**src/rtl/acc_frame_ctrl_if.sv**
```systemverilog
// Sample-stream and control bundle between the DFT bin output, the framer and the accumulator.
// The master side drives samples and run control; the slave (framer) drives the framed stream and the count.
interface acc_frame_ctrl_if #(
  parameter int DIN_WIDTH = 16,
  parameter int LEN_WIDTH = 16,
  parameter int CNT_WIDTH = 32
);
  logic [DIN_WIDTH-1:0] din;
  logic                 din_valid;
  logic                 enable;
  logic [LEN_WIDTH-1:0] acc_len;
  logic [DIN_WIDTH-1:0] dout;
  logic                 dout_valid;
  logic                 acc_done;
  logic                 first_acc;
  logic [CNT_WIDTH-1:0] acc_count;

  modport master (
    output din, din_valid, enable, acc_len,
    input  dout, dout_valid, acc_done, first_acc, acc_count
  );

  modport slave (
    input  din, din_valid, enable, acc_len,
    output dout, dout_valid, acc_done, first_acc, acc_count
  );
endinterface

```
**src/rtl/acc_frame_ctrl.sv**
```systemverilog
// Accumulator framer: forwards samples with 1 cycle latency, marks the first word of each frame.
// No back-pressure: one sample per clock; disabling drops the sample in flight and abandons the frame.
module acc_frame_ctrl #(
  parameter int DIN_WIDTH = 16,
  parameter int LEN_WIDTH = 16,
  parameter int CNT_WIDTH = 32
) (
  input  logic             clk,
  input  logic             rst,
  acc_frame_ctrl_if.slave  bus
);

  typedef enum logic [1:0] {
    IDLE  = 2'd0,
    START = 2'd1,
    RUN   = 2'd2
  } state_t;

  state_t state;
  state_t state_nxt;

  logic [LEN_WIDTH:0]   sample_cnt;
  logic [LEN_WIDTH:0]   sample_cnt_nxt;
  logic [LEN_WIDTH-1:0] len_r;
  logic [LEN_WIDTH-1:0] len_nxt;
  logic [LEN_WIDTH-1:0] len_eff;

  logic [DIN_WIDTH-1:0] dout_r;
  logic                 dout_valid_r;
  logic                 acc_done_r;
  logic                 first_acc_r;
  logic                 vld_nxt;
  logic                 done_nxt;
  logic                 first_nxt;

  logic [CNT_WIDTH-1:0] acc_count_r;
  logic [CNT_WIDTH-1:0] acc_count_nxt;
  logic                 count_clr;

  // A zero length would never close a frame, so it behaves as a length of one.
  assign len_eff = (bus.acc_len == '0) ? LEN_WIDTH'(1) : bus.acc_len;

  always_ff @(posedge clk or posedge rst) begin
    if (rst) begin
      state <= IDLE;
    end else begin
      state <= state_nxt;
    end
  end

  always_comb begin
    state_nxt      = state;
    sample_cnt_nxt = sample_cnt;
    len_nxt        = len_r;
    vld_nxt        = 1'b0;
    done_nxt       = 1'b0;
    first_nxt      = 1'b0;
    count_clr      = 1'b0;

    if (!bus.enable) begin
      state_nxt = IDLE;
    end else begin
      unique case (state)
        IDLE: begin
          state_nxt = START;
          count_clr = 1'b1;
        end
        START: begin
          if (bus.din_valid) begin
            vld_nxt        = 1'b1;
            done_nxt       = 1'b1;
            first_nxt      = 1'b1;
            len_nxt        = len_eff;
            sample_cnt_nxt = (LEN_WIDTH+1)'(1);
            state_nxt      = RUN;
          end
        end
        RUN: begin
          if (bus.din_valid) begin
            vld_nxt = 1'b1;
            if (sample_cnt == {1'b0, len_r}) begin
              done_nxt       = 1'b1;
              len_nxt        = len_eff;
              sample_cnt_nxt = (LEN_WIDTH+1)'(1);
            end else begin
              sample_cnt_nxt = sample_cnt + (LEN_WIDTH+1)'(1);
            end
          end
        end
        default: begin
          state_nxt = IDLE;
        end
      endcase
    end
  end

  // The completed-frame count advances while the non-first boundary word is on the output,
  // so the new value is visible one cycle after that acc_done.
  always_comb begin
    acc_count_nxt = acc_count_r;
    if (count_clr) begin
      acc_count_nxt = '0;
    end else if (acc_done_r && !first_acc_r) begin
      acc_count_nxt = acc_count_r + CNT_WIDTH'(1);
    end
  end

  always_ff @(posedge clk or posedge rst) begin
    if (rst) begin
      sample_cnt   <= '0;
      len_r        <= LEN_WIDTH'(1);
      dout_r       <= '0;
      dout_valid_r <= 1'b0;
      acc_done_r   <= 1'b0;
      first_acc_r  <= 1'b0;
      acc_count_r  <= '0;
    end else begin
      sample_cnt   <= sample_cnt_nxt;
      len_r        <= len_nxt;
      dout_r       <= bus.din;
      dout_valid_r <= vld_nxt;
      acc_done_r   <= done_nxt;
      first_acc_r  <= first_nxt;
      acc_count_r  <= acc_count_nxt;
    end
  end

  assign bus.dout       = dout_r;
  assign bus.dout_valid = dout_valid_r;
  assign bus.acc_done   = acc_done_r;
  assign bus.first_acc  = first_acc_r;
  assign bus.acc_count  = acc_count_r;

endmodule

```
**src/flat_wrapper.sv**
```systemverilog
// flat-port wrapper written by rule: the top's interface ports become plain ports
module acc_frame_ctrl_flat 
#(
  parameter int DIN_WIDTH = 16,
  parameter int LEN_WIDTH = 16,
  parameter int CNT_WIDTH = 32
)
  (clk, rst, bus_din, bus_din_valid, bus_enable, bus_acc_len, bus_dout, bus_dout_valid, bus_acc_done, bus_first_acc, bus_acc_count);
  acc_frame_ctrl_if #(.DIN_WIDTH(DIN_WIDTH), .LEN_WIDTH(LEN_WIDTH), .CNT_WIDTH(CNT_WIDTH)) bus_i ();
  input  logic clk;
  input  logic rst;
  input wire logic [$bits(bus_i.din)-1:0] bus_din;
  input wire logic [$bits(bus_i.din_valid)-1:0] bus_din_valid;
  input wire logic [$bits(bus_i.enable)-1:0] bus_enable;
  input wire logic [$bits(bus_i.acc_len)-1:0] bus_acc_len;
  output wire logic [$bits(bus_i.dout)-1:0] bus_dout;
  output wire logic [$bits(bus_i.dout_valid)-1:0] bus_dout_valid;
  output wire logic [$bits(bus_i.acc_done)-1:0] bus_acc_done;
  output wire logic [$bits(bus_i.first_acc)-1:0] bus_first_acc;
  output wire logic [$bits(bus_i.acc_count)-1:0] bus_acc_count;
  assign bus_i.din = bus_din;
  assign bus_i.din_valid = bus_din_valid;
  assign bus_i.enable = bus_enable;
  assign bus_i.acc_len = bus_acc_len;
  assign bus_dout = bus_i.dout;
  assign bus_dout_valid = bus_i.dout_valid;
  assign bus_acc_done = bus_i.acc_done;
  assign bus_first_acc = bus_i.first_acc;
  assign bus_acc_count = bus_i.acc_count;
  acc_frame_ctrl #(.DIN_WIDTH(DIN_WIDTH), .LEN_WIDTH(LEN_WIDTH), .CNT_WIDTH(CNT_WIDTH)) u_core (.clk(clk), .rst(rst), .bus(bus_i));
endmodule
```
**config.mk**
```make
export PLATFORM = sky130hd
export DESIGN_NAME = acc_frame_ctrl_flat
export DESIGN_NICKNAME = d
export VERILOG_FILES = /design/src/rtl/acc_frame_ctrl_if.sv /design/src/rtl/acc_frame_ctrl.sv /design/src/flat_wrapper.sv
export SDC_FILE = /design/constraint.sdc
export NUM_CORES = 1
export LEC_CHECK = 0
export ABC_CLOCK_PERIOD_IN_PS = 6000
export BUFFER_PORTS_ARGS = -buffer_cell sky130_fd_sc_hd__buf_2
export CAP_MARGIN = 20
export CORE_ASPECT_RATIO = 0.5
export CORE_MARGIN = 10
export CORE_UTILIZATION = 31
export CTS_BUF_LIST = sky130_fd_sc_hd__clkbuf_4 sky130_fd_sc_hd__clkbuf_8
export DETAILED_ROUTE_END_ITERATION = 16
export GPL_TIMING_DRIVEN = 0
export SETUP_SLACK_MARGIN = 0.2
export SYNTH_ARGS = -nofsm -noshare
export SYNTH_HDL_FRONTEND = slang
export SYNTH_SLANG_ARGS = --single-unit
export TNS_END_PERCENT = 1
```
**constraint.sdc**
```tcl
create_clock -name clk -period 6 [get_ports clk]
set_input_delay 1.2 -clock clk [delete_from_list [all_inputs] [get_ports clk]]
set_output_delay 1.2 -clock clk [all_outputs]
set_load 0.01 [all_outputs]
```
Word level (Yosys, flattened, before mapping)
Cells that the tools add are included.

Word-level logic and storage cells: 53. Input port bits: 36. Flip-flop bits (word level): 86. Output and inout port bits: 51.

Add/subtract/negate cells: 2. Reduce and logical (&&, ||, !) cells: 10. Multiplexer cells: 25. Equality and inequality tests: 8.

Operators by type and width (number): $mux W16 (4); $mux W32 (2); $mux W17 (3); $pmux W17 S2 (1); $add A32 B1 Y32 const B (1); $pmux W16 S2 (1); $add A17 B1 Y17 const B (1); $eq A17 B16 Y1 (1); $logic_not A16 Y1 (1); $mux W1 (10); $ne A2 B2 Y1 const B (3); $pmux W2 S3 (1); $reduce_and A5 Y1 (1); $mux W2 (2); $reduce_and A4 Y1 (1); $reduce_bool A2 Y1 (2); $ne A3 B3 Y1 const B (1); $eq A2 B1 Y1 const B (1); $eq A2 B2 Y1 const B (1); $logic_not A2 Y1 (1); $ne A2 B1 Y1 const B (1); $pmux W1 S2 (1); $reduce_and A2 Y1 (1); $reduce_or A2 Y1 (1); other kinds (2) (2).

Longest topological paths before layout
Gate-level depths: netlist (run 1).

Depth after elaboration: 5. Gate-level depth with buffers: 9. Mapped depth without buffers: 7.

Worst setup path before layout (run 1)
Ideal clock, no wire load.

Kind: in2reg. Start: input port bus_enable. End: register u_core.acc_count_r[21] (netlist: u_core.bus.acc_count[21]). Cell stages on the path: 7. Setup time: 0.132 ns. Arrival time: 2.456 ns. Buffers on the path: 2. Path slack: 3.413 ns. Required time: 5.868 ns. Cell sequence: and2_1 > buf_2 > o2111ai_1 > clkbuf_1 > nor3_1 > xnor2_1 > nor2_1.

Cells in the longest elaborated chain, start to end: 2. Elaborated cells on any way between the ends: 3. Classes of those cells: 2 x mux; 1 x reduce/logical.

Ends and longest elaborated chain: start, declared (line flat_wrapper.sv:14) `input wire logic [$bits(bus_i.enable)-1:0] bus_enable;`; $mux W1 (*) (line acc_frame_ctrl.sv:60) `if (!bus.enable) begin`; $mux W32 or $reduce_bool A2 Y1 (tied branches); end signal, assigned (line acc_frame_ctrl.sv:124) `acc_count_r <= acc_count_nxt;`; end, declared (line acc_frame_ctrl.sv:36) `logic [CNT_WIDTH-1:0] acc_count_r;`.

Mark *: on every way between the ends. The rest lies on a longest branch, timed or not. A chain may end at the register's enable or synchronous reset.

Worst setup path after layout (run 1)
Ends and elaborated chain as after synthesis.

==> qor.txt, run 1 <==
Flop pwr share: 45.4%
number of max-cap violations: 0
clock slew at the register clock pins of the worst setup and hold paths: 0.09 ns
largest fanout on the critical path: 10
H-tree depth: 3
number of flip-flops and latches in the synthesized netlist: 86
number of instances on the worst hold path: 2
count of antenna diodes in the layout: 0
Slew @ Worst Pin: 0.708 ns
global placer's final weighted congestion: 0.823
kind of cell with the highest combined delay on the critical path: buffers and inverters
run status: finished clean
number of cells after detailed placement: 718
net switching power figure: 0.531 mW
placement row count: 30
class of the worst hold path: reg -> reg
cell types occupying the most area after synthesis: dfrtp_1, xnor2_1, nor3_1, xor2_1, nor2_1
total half-perimeter wirelength after legalization and detailed placement: 8160 um
Pre-Repair DR Iteration Count: 4
post-route setup TNS: 0 ns
total routed wirelength: 11,300 um
library cell with the largest summed area after synthesis: dfrtp_1
switching part of the total power: 32.4%
r2r endpoint: u_core.bus.acc_count[21]
post-placement cell area: 5020 um^2
slowest CP cell: o2111ai_1
number of endpoints failing setup at the final stage: 0
height of the chip: 103 um
fraction of the core area covered by cells at the end of the flow: 38.8%
count of final max-slew check failures: 0
critical path launch point type: primary input
Crit path required time: 6.24 ns
worst skew pair latency: 0.37 ns
power density normalized to cell area: 311 nW/um^2
R2R Setup Slk: 3.44 ns
final setup skew: 0.0156 ns
cell types with the highest counts after synthesis: dfrtp_1, nor3_1, nor2_1, xnor2_1, nand2_1
signed area change from the synthesized netlist to the final layout: 21.9%
number of antenna violations at the first check in global routing: 0
maximum ir drop on the vdd rail: 0.114 mV
count of cell types in the netlist: 44
predominant post-synthesis flop cell: dfrtp_1
count of boundary I/O pins: 87
TritonCTS clock tree: yes
Logic pwr share: 23.6%
number of CTS-inserted buffers: 9
Post-CTS Setup Inserts: 0
worst-case clock buffer depth: 2
Internal Pwr Total: 1.11 mW
final worst path period share: 47.2%
cts repair resizes: 0
routed wire length per instance: 15.3 um
asr flop ratio synth: 100%
headroom to the max-slew limit: 52.8%
count of port buffers added during placement: 86
number of enable-type register cells in the synthesized netlist: 0
DIE WIDTH: 187 um
sequential cell area fraction in the yosys report: 49.8%
Final Critical Period: 2.83 ns
number of warnings issued by yosys: 0
vias in the first global route: 3,587
Hold Fails Final Rpt: 0
total die area: 19,400 um^2
Starting DRT DRC Count: 188
setup repair after global routing missed its margin: no
final std cells w/o fill: 734
CP dominant cell by count: buf_2
CP Capture Type: register
final net count: 579
DRC viols: 0
post-synthesis instance area: 4320 um^2
Layout fillers: 1,361
net count after synthesis: 481
cell-by-cell listing of the critical path: buf_2 > and2_1 > buf_2 > o2111ai_1 > clkbuf_1 > nor3_1 > xnor2_1 > nor2_1
clock group share of total power: 31.0%
hold bufs inserted after CTS: 0
dominant cell by count in the synthesized netlist: dfrtp_1
Sinks on Clock Net: 86
starting density of the core: 31.8%
clock tree root buffer cell: clkbuf_8
grt total ovfl: 0
worst stage delay on the critical path: 0.62 ns
maximum clock frequency: 353 MHz
data arrival at the endpoint of the critical path: 3.07 ns
total power after layout: 1.64 mW
total number of vias: 3,576
portion of synthesized cell area occupied by the leading cell type: 49.2%
fraction of final layout cells with drive strength greater than 1: 23.1%
count of cells along the worst register-to-register path: 9
start of the worst register-to-register path: u_core.state[0]
Worst Hold Endpoint: u_core.bus.acc_count[31]
core region area: 13,600 um^2
Syn Inst Count: 439
Final ANT Viol Nets: 0
global-route wire length before repair: 18,600 um
Final Cell Area: 5270 um^2
count of buffer and inverter cells on the critical path: 3
overall track demand over capacity in global routing: 11.8%
Avg Cell Area, Syn: 9.84 um^2
Static Leak: 2.35 nW
Via density: 4.87
maximum number of pins on one net before global-route repair: 46
critical setup path kind: in -> reg
origin of the worst min-delay path: u_core.bus.acc_count[31]
==> worst max path at each step <==
stage,end,start,cells after the start,slack [ns]
4_1_cts,u_core.bus.acc_count[21],bus_enable,8,3.16
3_5_place_dp,u_core.bus.acc_count[21],bus_enable,8,2.76
5_1_grt,u_core.bus.acc_count[13],bus_enable,8,2.97
2_1_floorplan,u_core.bus.acc_count[0],rst,1,2.58
3_3_place_gp,u_core.len_r[12],rst,2,1.38
6_report,u_core.bus.acc_count[21],bus_enable,8,3.17
==> cell families (layout without fill, tap and decap cells) <==
| logic type | count (synthesis) | after routing | share of synthesized area (%) |
|---|---|---|---|
| and+or+nand+nor | 185 | 185 | 22.1 |
| DFF | 86 | 86 | 49.8 |
| buffers and inverters | 56 | 159 | 5.15 |
| xor gates and xnor gates | 53 | 53 | 10.7 |
| AOI/OAI and AO/OA | 50 | 50 | 9.73 |
| adders and majority gates | 6 | 6 | 1.74 |
| muxes | 3 | 3 | 0.695 |
==> layout make-up <==
class / instances / area (um^2) / share of cell area (%)
clock buffer: 9 / 124 / 2.35
inverter: 30 / 115 / 2.19
tap: 192 / 240 / 4.56
timing repair buffer: 87 / 458 / 8.69
buffer: 26 / 110 / 2.09
multi-input combinational: 297 / 1950 / 36.9
sequential: 86 / 2150 / 40.9
clock inverter: 7 / 121 / 2.30
==> routing by layer <==
layer | routed length [um] | GRT usage [%]
met3 | 554 | 3.28
met1 | 5410 | 14.7
met4 | 120 | 3.63
met2 | 5170 | 19.6
met5 | 0 | 0
==> flip-flops by register name, summed over array words and instances, names as in the netlist <==
| register | count |
|---|---|
| u_core.state | 2 |
| u_core.sample_cnt | 17 |
| u_core.bus.first_acc | 1 |
| u_core.bus.acc_count | 32 |
| u_core.bus.dout_valid | 1 |
| u_core.len_r | 16 |
| u_core.bus.dout | 16 |
| u_core.bus.acc_done | 1 |
==> power by group through the flow <==
stage                     combinational (mW)  clock, mW  sequential [mW]
after floorplan                        0.289          0            0.734
after global placement                 0.375          0            0.750
after detailed placement               0.389          0            0.756
after CTS                              0.390      0.519            0.744
after global routing                   0.434      0.542            0.756
final                                  0.387      0.508            0.745
==> through the flow <==
| stage | hold WS (ns) | worst slack (ns) |
|---|---|---|
| finish | 0.563 | 3.17 |
| global route | 0.598 | 2.97 |
| CTS | 0.566 | 3.16 |
| detailed placement | 0.546 | 2.76 |
| global placement | 0.521 | 1.38 |
| floorplan | 0.496 | 2.58 |
==> worst reg2reg max path: stages (launching register included) <==
cell and delay [ns]:
dfrtp_1 0.41, inv_1 0.08, ha_1 0.21, and2_1 0.15
buf_2 0.17, o2111ai_1 0.62, clkbuf_1 0.47, nor3_1 0.13
xnor2_1 0.15, nor2_1 0.05
==> layout by cell type (no fill, tap or decap), types with 2 or more instances in the layout <==
cell,count
buf_2,90
dfrtp_1,85
nor3_1,40
nor2_1,36
xnor2_1,34
nand2_1,31
inv_1,28
clkbuf_1,21
nor4_1,19
xor2_1,19
a21oi_1,19
nand3_1,16
nand4_1,12
o221ai_2,9
clkbuf_8,9
and4_1,6
o221ai_1,6
ha_1,6
nor2b_1,5
and3_1,4
o21ai_0,4
nand2b_1,3
mux2i_1,3
or3_1,3
bufinv_16,3
and2_1,2
o211ai_1,2
o2111ai_1,2
nor4b_1,2
clkinvlp_4,2
(Power assumes the default switching activity.)
==> inputs of run 2 (changes only) <==
--- a/config.mk
+++ b/config.mk
@@ -5,7 +5,7 @@
 export SDC_FILE = /design/constraint.sdc
 export NUM_CORES = 1
 export LEC_CHECK = 0
-export ABC_CLOCK_PERIOD_IN_PS = 6000
+export ABC_CLOCK_PERIOD_IN_PS = 2300
 export BUFFER_PORTS_ARGS = -buffer_cell sky130_fd_sc_hd__buf_2
 export CAP_MARGIN = 20
 export CORE_ASPECT_RATIO = 0.5
==> constraint.sdc (replaced) <==
create_clock -name clk -period 2.3 [get_ports clk]
set_input_delay 0.46 -clock clk [delete_from_list [all_inputs] [get_ports clk]]
set_output_delay 0.46 -clock clk [all_outputs]
set_load 0.01 [all_outputs]
==> run 2 against run 1 <==
Effect of this change:
- clock skew shrank 0.0011 ns
- flip-flop and latch count is the same
- sequential power grew to 2.6 times the previous value
- first-iteration DRC count shrank 5.3%
- non-clock buffer count grew 13
- largest cell class unchanged
- critical path depth grew 1
- worst setup slack lost 3.1 ns
- combinational power grew to 2.9 times the previous value
- critical endpoint is now u_core.len_r[14]
==> qor.txt, run 2 (same netlist as run 1, synthesis figures left out) <==
maximum ir drop on the vdd rail: 0.288 mV (+150%)
Final Critical Period: 2.23 ns
kind of cell with the highest combined delay on the critical path: simple AND/OR/NAND/NOR gates
count of cells along the worst register-to-register path: 9 (unchanged)
Final ANT Viol Nets: 0 (unchanged)
maximum clock frequency: 449 MHz
most common cell after layout, fill and taps aside: buf_2
Post-Route Hold Slack: 0.130 ns (-0.433 ns)
fraction of final layout cells with drive strength greater than 1: 29.7% (+6.7 points)
Final Cell Area: 5560 um^2 (+5.5%)
number of antenna violations at the first check in global routing: 0 (unchanged)
clock slew at the register clock pins of the worst setup and hold paths: 0.10 ns (about the same)
Static Leak: 2.50 nW (+6.5%)
slowest CP cell: or4_4
hold bufs inserted after CTS: 0 (unchanged)
Crit path required time: 2.57 ns (-3.67 ns)
total die area: 19,400 um^2 (unchanged)
r2r endpoint: u_core.len_r[14]
CP Capture Type: register
Slew @ Worst Pin: 0.591 ns (-0.117 ns)
maximum number of pins on one net before global-route repair: 42 (-8.7%)
final worst path period share: 96.8%
start of the worst register-to-register path: u_core.sample_cnt[7]
post-route setup TNS: 0 ns (unchanged)
count of boundary I/O pins: 87 (unchanged)
largest fanout on the critical path: 6 (-4)
global placer's final weighted congestion: 0.796 (-3.3%)
Hold Fails Final Rpt: 0 (unchanged)
Setup crit end: u_core.len_r[14]
fin worst setup slack: 0.0733 ns (-3.09 ns)
count of buffer and inverter cells on the critical path: 4 (+1)
count of antenna diodes in the layout: 0 (unchanged)
data arrival at the endpoint of the critical path: 2.50 ns (-0.57 ns)
grt total ovfl: 0 (unchanged)
Via density: 4.92 (+1.1%)
final setup skew: 0.0146 ns (-0.00106 ns)
most used cells in the layout excluding fill and tap cells: buf_2, dfrtp_1, nor3_1
height of the chip: 103 um (unchanged)
instance count on the critical path: 9 (+1)
total half-perimeter wirelength after legalization and detailed placement: 8250 um (+1.1%)
count of port buffers added during placement: 86 (unchanged)
headroom to the max-slew limit: 60.6% (+7.8 points)
worst stage delay on the critical path: 0.42 ns (-0.20 ns)
R2R Setup Slk: 0.07 ns (-3.37 ns)
worst skew pair latency: 0.36 ns (about the same)
number of max-cap violations: 0 (unchanged)
cell-by-cell listing of the critical path: buf_6 > xor2_1 > nor4_2 > nand4_1 > buf_6 > or4_4 > buf_8 > buf_12 > o221ai_1
worst setup slack after placement: -0.266 ns (-3.02 ns)
post-placement cell area: 5040 um^2 (+0.27%)
Starting DRT DRC Count: 178 (-5.3%)
signed area change from the synthesized netlist to the final layout: 28.6%
Pre-Repair DR Iteration Count: 4 (unchanged)
critical path launch point type: register
critical setup path kind: reg -> reg
DRC viols: 0 (unchanged)
final net count: 592 (+2.2%)
DIE WIDTH: 187 um (unchanged)
class of the worst hold path: in -> async
vias in the first global route: 3,711 (+3.5%)
count of final max-slew check failures: 0 (unchanged)
placement row count: 30 (unchanged)
number of CTS-inserted buffers: 9 (unchanged)
max reg flops: 32 (unchanged)
source of the critical timing path: u_core.sample_cnt[7]
power density normalized to cell area: 745 nW/um^2 (+140%)
setup repair after global routing missed its margin: yes
clock tree root buffer cell: clkbuf_8
overall track demand over capacity in global routing: 11.9% (+0.16 points)
total number of vias: 3,678 (+2.9%)
global-route wire length before repair: 18,800 um (+0.89%)
H-tree depth: 3 (unchanged)
number of endpoints failing setup at the final stage: 0 (unchanged)
worst-case clock buffer depth: 2 (unchanged)
starting density of the core: 31.8% (unchanged)
run status: finished clean
routed wire length per instance: 15.5 um (+1.0%)
Sinks on Clock Net: 86 (unchanged)
CP dominant cell by count: buf_6
core region area: 13,600 um^2 (unchanged)
TritonCTS clock tree: yes
total routed wirelength: 11,600 um (+2.8%)
[run 2: cell types whose count changed in the layout (fill, tap and decap cells not counted), moves of 3 or more]
cell,delta
clkbuf_1,-9
clkbuf_4,+3
buf_4,+10
clkbuf_2,+4
buf_12,+5
nor4_2,+7
buf_2,-3
nor4_1,-9
[run 2: worst min path at each step]
stage	start	slack, ns	cells after the start	end
final	rst	0.13	2	u_core.len_r[11]
after global placement	u_core.len_r[9]	0.52	2	u_core.len_r[9]
after CTS	rst	0.13	2	u_core.len_r[9]
after floorplan	bus_din[0]	0.49	0	u_core.bus.dout[0]
after detailed placement	rst	0.53	2	u_core.bus.dout[14]
after global routing	rst	0.16	2	u_core.len_r[11]
[run 2: per-layer routing]
metal,GRT usage (%),share of wire [%],vias up
met5,0,0,-
met4,3.45,0.88,0
met3,3.28,4.4,11
met2,19.9,47,81
met1,15.0,47,1819
li1,-,-,1767
[run 2: what timing repair did]
item,in CTS,in global routing
setup endpoints to repair,58,56
buffers inserted,7,4
pin swaps,7,6
gates resized for setup,26,28
gates cloned,1,0
[run 2: final cells by class]
type                       instances  area [um^2]
multi-input combinational        297         2070
inverter                          30          116
sequential                        86         2150
tap                              192          240
fill                            1369         8030
timing repair buffer             100          609
clock inverter                     7         71.3
buffer                            26          168
clock buffer                       9          124
[run 2: where the power goes]
group          total (mW)  internal (mW)  switching, mW
clock                1.09          0.507          0.584
combinational        1.12          0.495          0.621
sequential           1.93           1.73          0.208
[run 2: per-stage QoR]
stage,total power [mW],utilization (%),cells
after floorplan,2.67,-,439
after global placement,2.93,36.8,717
after detailed placement,2.98,37.1,719
after CTS,4.15,39.9,743
after global routing,4.40,40.9,747
final,4.14,40.9,747
==> inputs of run 3 (changes only) <==
--- a/config.mk
+++ b/config.mk
@@ -5,15 +5,16 @@
 export SDC_FILE = /design/constraint.sdc
 export NUM_CORES = 1
 export LEC_CHECK = 0
-export ABC_CLOCK_PERIOD_IN_PS = 2300
+export ABC_CLOCK_PERIOD_IN_PS = 2800
 export BUFFER_PORTS_ARGS = -buffer_cell sky130_fd_sc_hd__buf_2
 export CAP_MARGIN = 20
 export CORE_ASPECT_RATIO = 0.5
 export CORE_MARGIN = 10
-export CORE_UTILIZATION = 31
+export CORE_UTILIZATION = 61
 export CTS_BUF_LIST = sky130_fd_sc_hd__clkbuf_4 sky130_fd_sc_hd__clkbuf_8
 export DETAILED_ROUTE_END_ITERATION = 16
 export GPL_TIMING_DRIVEN = 0
+export PLACE_DENSITY = 0.87
 export SETUP_SLACK_MARGIN = 0.2
 export SYNTH_ARGS = -nofsm -noshare
 export SYNTH_HDL_FRONTEND = slang
==> constraint.sdc (replaced) <==
create_clock -name clk -period 2.8 [get_ports clk]
set_input_delay 0.56 -clock clk [delete_from_list [all_inputs] [get_ports clk]]
set_output_delay 0.56 -clock clk [all_outputs]
set_load 0.01 [all_outputs]
==> run 3 against run 2 <==
Effect of this change:
- cell area decreased by 7.4%
- maximum frequency is 12% lower
- combinational power decreased by 26%
- critical endpoint is now u_core.bus.acc_count[17]
- critical path type unchanged
- largest cell class unchanged
==> qor.txt, run 3 (same netlist as run 1, synthesis figures left out) <==
placement row count: 21 (-30%)
worst-case clock buffer depth: 2 (unchanged)
number of endpoints failing setup at the final stage: 0 (unchanged)
global placer's final weighted congestion: 0.871 (+9.4%)
worst setup slack after placement: 0.242 ns (+0.508 ns)
signed area change from the synthesized netlist to the final layout: 19.1%
R2R Setup Slk: 0.26 ns (+0.19 ns)
worst stage delay on the critical path: 0.56 ns (+0.14 ns)
Final ANT Viol Nets: 0 (unchanged)
run status: finished clean
most used cells in the layout excluding fill and tap cells: buf_2, dfrtp_1, nor3_1
headroom to the max-slew limit: 54.3% (-6.3 points)
count of port buffers added during placement: 86 (unchanged)
fin worst setup slack: 0.260 ns (+0.187 ns)
post-route setup TNS: 0 ns (unchanged)
count of boundary I/O pins: 87 (unchanged)
TritonCTS clock tree: yes
Starting DRT DRC Count: 327 (+84%)
kind of cell with the highest combined delay on the critical path: buffers and inverters
vias in the first global route: 3,556 (-4.2%)
DRC viols: 0 (unchanged)
largest fanout on the critical path: 10 (+4)
maximum ir drop on the vdd rail: 0.513 mV (+78%)
setup repair after global routing missed its margin: yes
clock tree root buffer cell: clkbuf_8
start of the worst register-to-register path: u_core.state[0]
worst skew pair latency: 0.37 ns (about the same)
instance count on the critical path: 9 (unchanged)
final worst path period share: 90.7% (-6.1 points)
Sinks on Clock Net: 86 (unchanged)
fraction of final layout cells with drive strength greater than 1: 23.4% (-6.3 points)
r2r endpoint: u_core.bus.acc_count[17]
CP Capture Type: register
number of max-cap violations: 0 (unchanged)
slowest CP cell: o2111ai_1
Setup crit end: u_core.bus.acc_count[17]
final net count: 580 (-2.0%)
most common cell after layout, fill and taps aside: buf_2
Pre-Repair DR Iteration Count: 5 (+1)
height of the chip: 79.5 um (-23%)
total power after layout: 3.37 mW (-19%)
routed wire length per instance: 16.3 um (+5.5%)
fraction of the core area covered by cells at the end of the flow: 75.9% (+35 points)
Final Critical Period: 2.54 ns (+0.313 ns)
count of antenna diodes in the layout: 0 (unchanged)
count of final max-slew check failures: 0 (unchanged)
count of cells along the worst register-to-register path: 9 (unchanged)
H-tree depth: 3 (unchanged)
starting density of the core: 63.8% (+32 points)
total routed wirelength: 10,400 um (-10%)
Static Leak: 2.35 nW (-5.9%)
data arrival at the endpoint of the critical path: 2.79 ns (+0.29 ns)
final setup skew: 0.00865 ns (-0.00592 ns)
Post-Route Hold Slack: 0.209 ns (+0.0792 ns)
number of CTS-inserted buffers: 9 (unchanged)
Crit path required time: 3.05 ns (+0.48 ns)
cell-by-cell listing of the critical path: inv_1 > ha_1 > and2_1 > buf_2 > o2111ai_1 > clkbuf_1 > nor4_1 > xnor2_1 > nor2_1
global-route wire length before repair: 17,300 um (-8.0%)
clock slew at the register clock pins of the worst setup and hold paths: 0.09 ns (about the same)
Slew @ Worst Pin: 0.679 ns (+0.0881 ns)
max reg flops: 32 (unchanged)
maximum clock frequency: 394 MHz (-12%)
total half-perimeter wirelength after legalization and detailed placement: 7690 um (-6.8%)
total number of vias: 3,707 (+0.79%)
Layout fillers: 479 (-65%)
Hold Fails Final Rpt: 0 (unchanged)
core region area: 6780 um^2 (-50%)
overall track demand over capacity in global routing: 18.8% (+6.9 points)
DIE WIDTH: 139 um (-26%)
maximum number of pins on one net before global-route repair: 45 (+7.1%)
critical path launch point type: register
count of buffer and inverter cells on the critical path: 3 (-1)
power density normalized to cell area: 655 nW/um^2 (-12%)
number of antenna violations at the first check in global routing: 0 (unchanged)
class of the worst hold path: in -> async
critical setup path kind: reg -> reg
source of the critical timing path: u_core.state[0]
grt total ovfl: 0 (unchanged)
total die area: 11,100 um^2 (-43%)
Via density: 5.84 (+19%)
==> run 3: report_power, final <==
part	total [mW]	internal, mW	switching, mW
registers	1.60	1.42	0.184
logic	0.828	0.363	0.466
clock network	0.939	0.474	0.464
total	3.37	2.26	1.11
==> run 3: stage by stage <==
| stage | instances | instance area (um^2) |
|---|---|---|
| floorplan | 439 | 4330 |
| global placement | 617 | 4870 |
| detailed placement | 619 | 4920 |
| CTS | 635 | 5140 |
| global route | 635 | 5150 |
| finish | 635 | 5150 |
==> run 3: how the worst min path moves through the flow <==
stage,startpoint,end,slack [ns],cells past startpoint
6_report,rst,u_core.bus.dout[6],0.21,2
5_1_grt,rst,u_core.bus.dout[6],0.24,2
4_1_cts,rst,u_core.bus.dout[6],0.22,2
3_5_place_dp,u_core.len_r[9],u_core.len_r[9],0.54,2
3_3_place_gp,u_core.len_r[9],u_core.len_r[9],0.52,2
2_1_floorplan,u_core.len_r[9],u_core.len_r[9],0.50,2
==> run 3: repair_timing <==
action | 4_1_cts | 5_1_grt
setup buffers | 0 | 0
hold buffers | 0 | 0
gates resized for setup | 1 | 1
setup endpoints to repair | 1 | 21
==> run 3: metal layers <==
metal | track usage (%) | wire, um | vias up
met5 | 0 | 0 | -
met4 | 7.35 | 175 | 0
met3 | 4.99 | 824 | 21
met2 | 32.7 | 5110 | 172
met1 | 22.1 | 4260 | 1777
li1 | - | - | 1737
==> run 3: final cells by class <==
class	count	area, um^2	share of cell area [%]
Clock inverter	4	53.8	1.05
Inverter	30	116	2.26
Tap cell	92	115	2.24
Sequential cell	86	2150	41.8
Timing Repair Buffer	88	478	9.29
Clock buffer	12	159	3.09
Buffer	26	110	2.14
Multi-Input combinational cell	297	1960	38.1
==> run 3: worst register-to-register path, cell delays in order, from the launching register on <==
cell,delay (ns)
dfrtp_1,0.41
inv_1,0.08
ha_1,0.21
and2_1,0.15
buf_2,0.17
o2111ai_1,0.56
clkbuf_1,0.46
nor4_1,0.12
xnor2_1,0.20
nor2_1,0.06
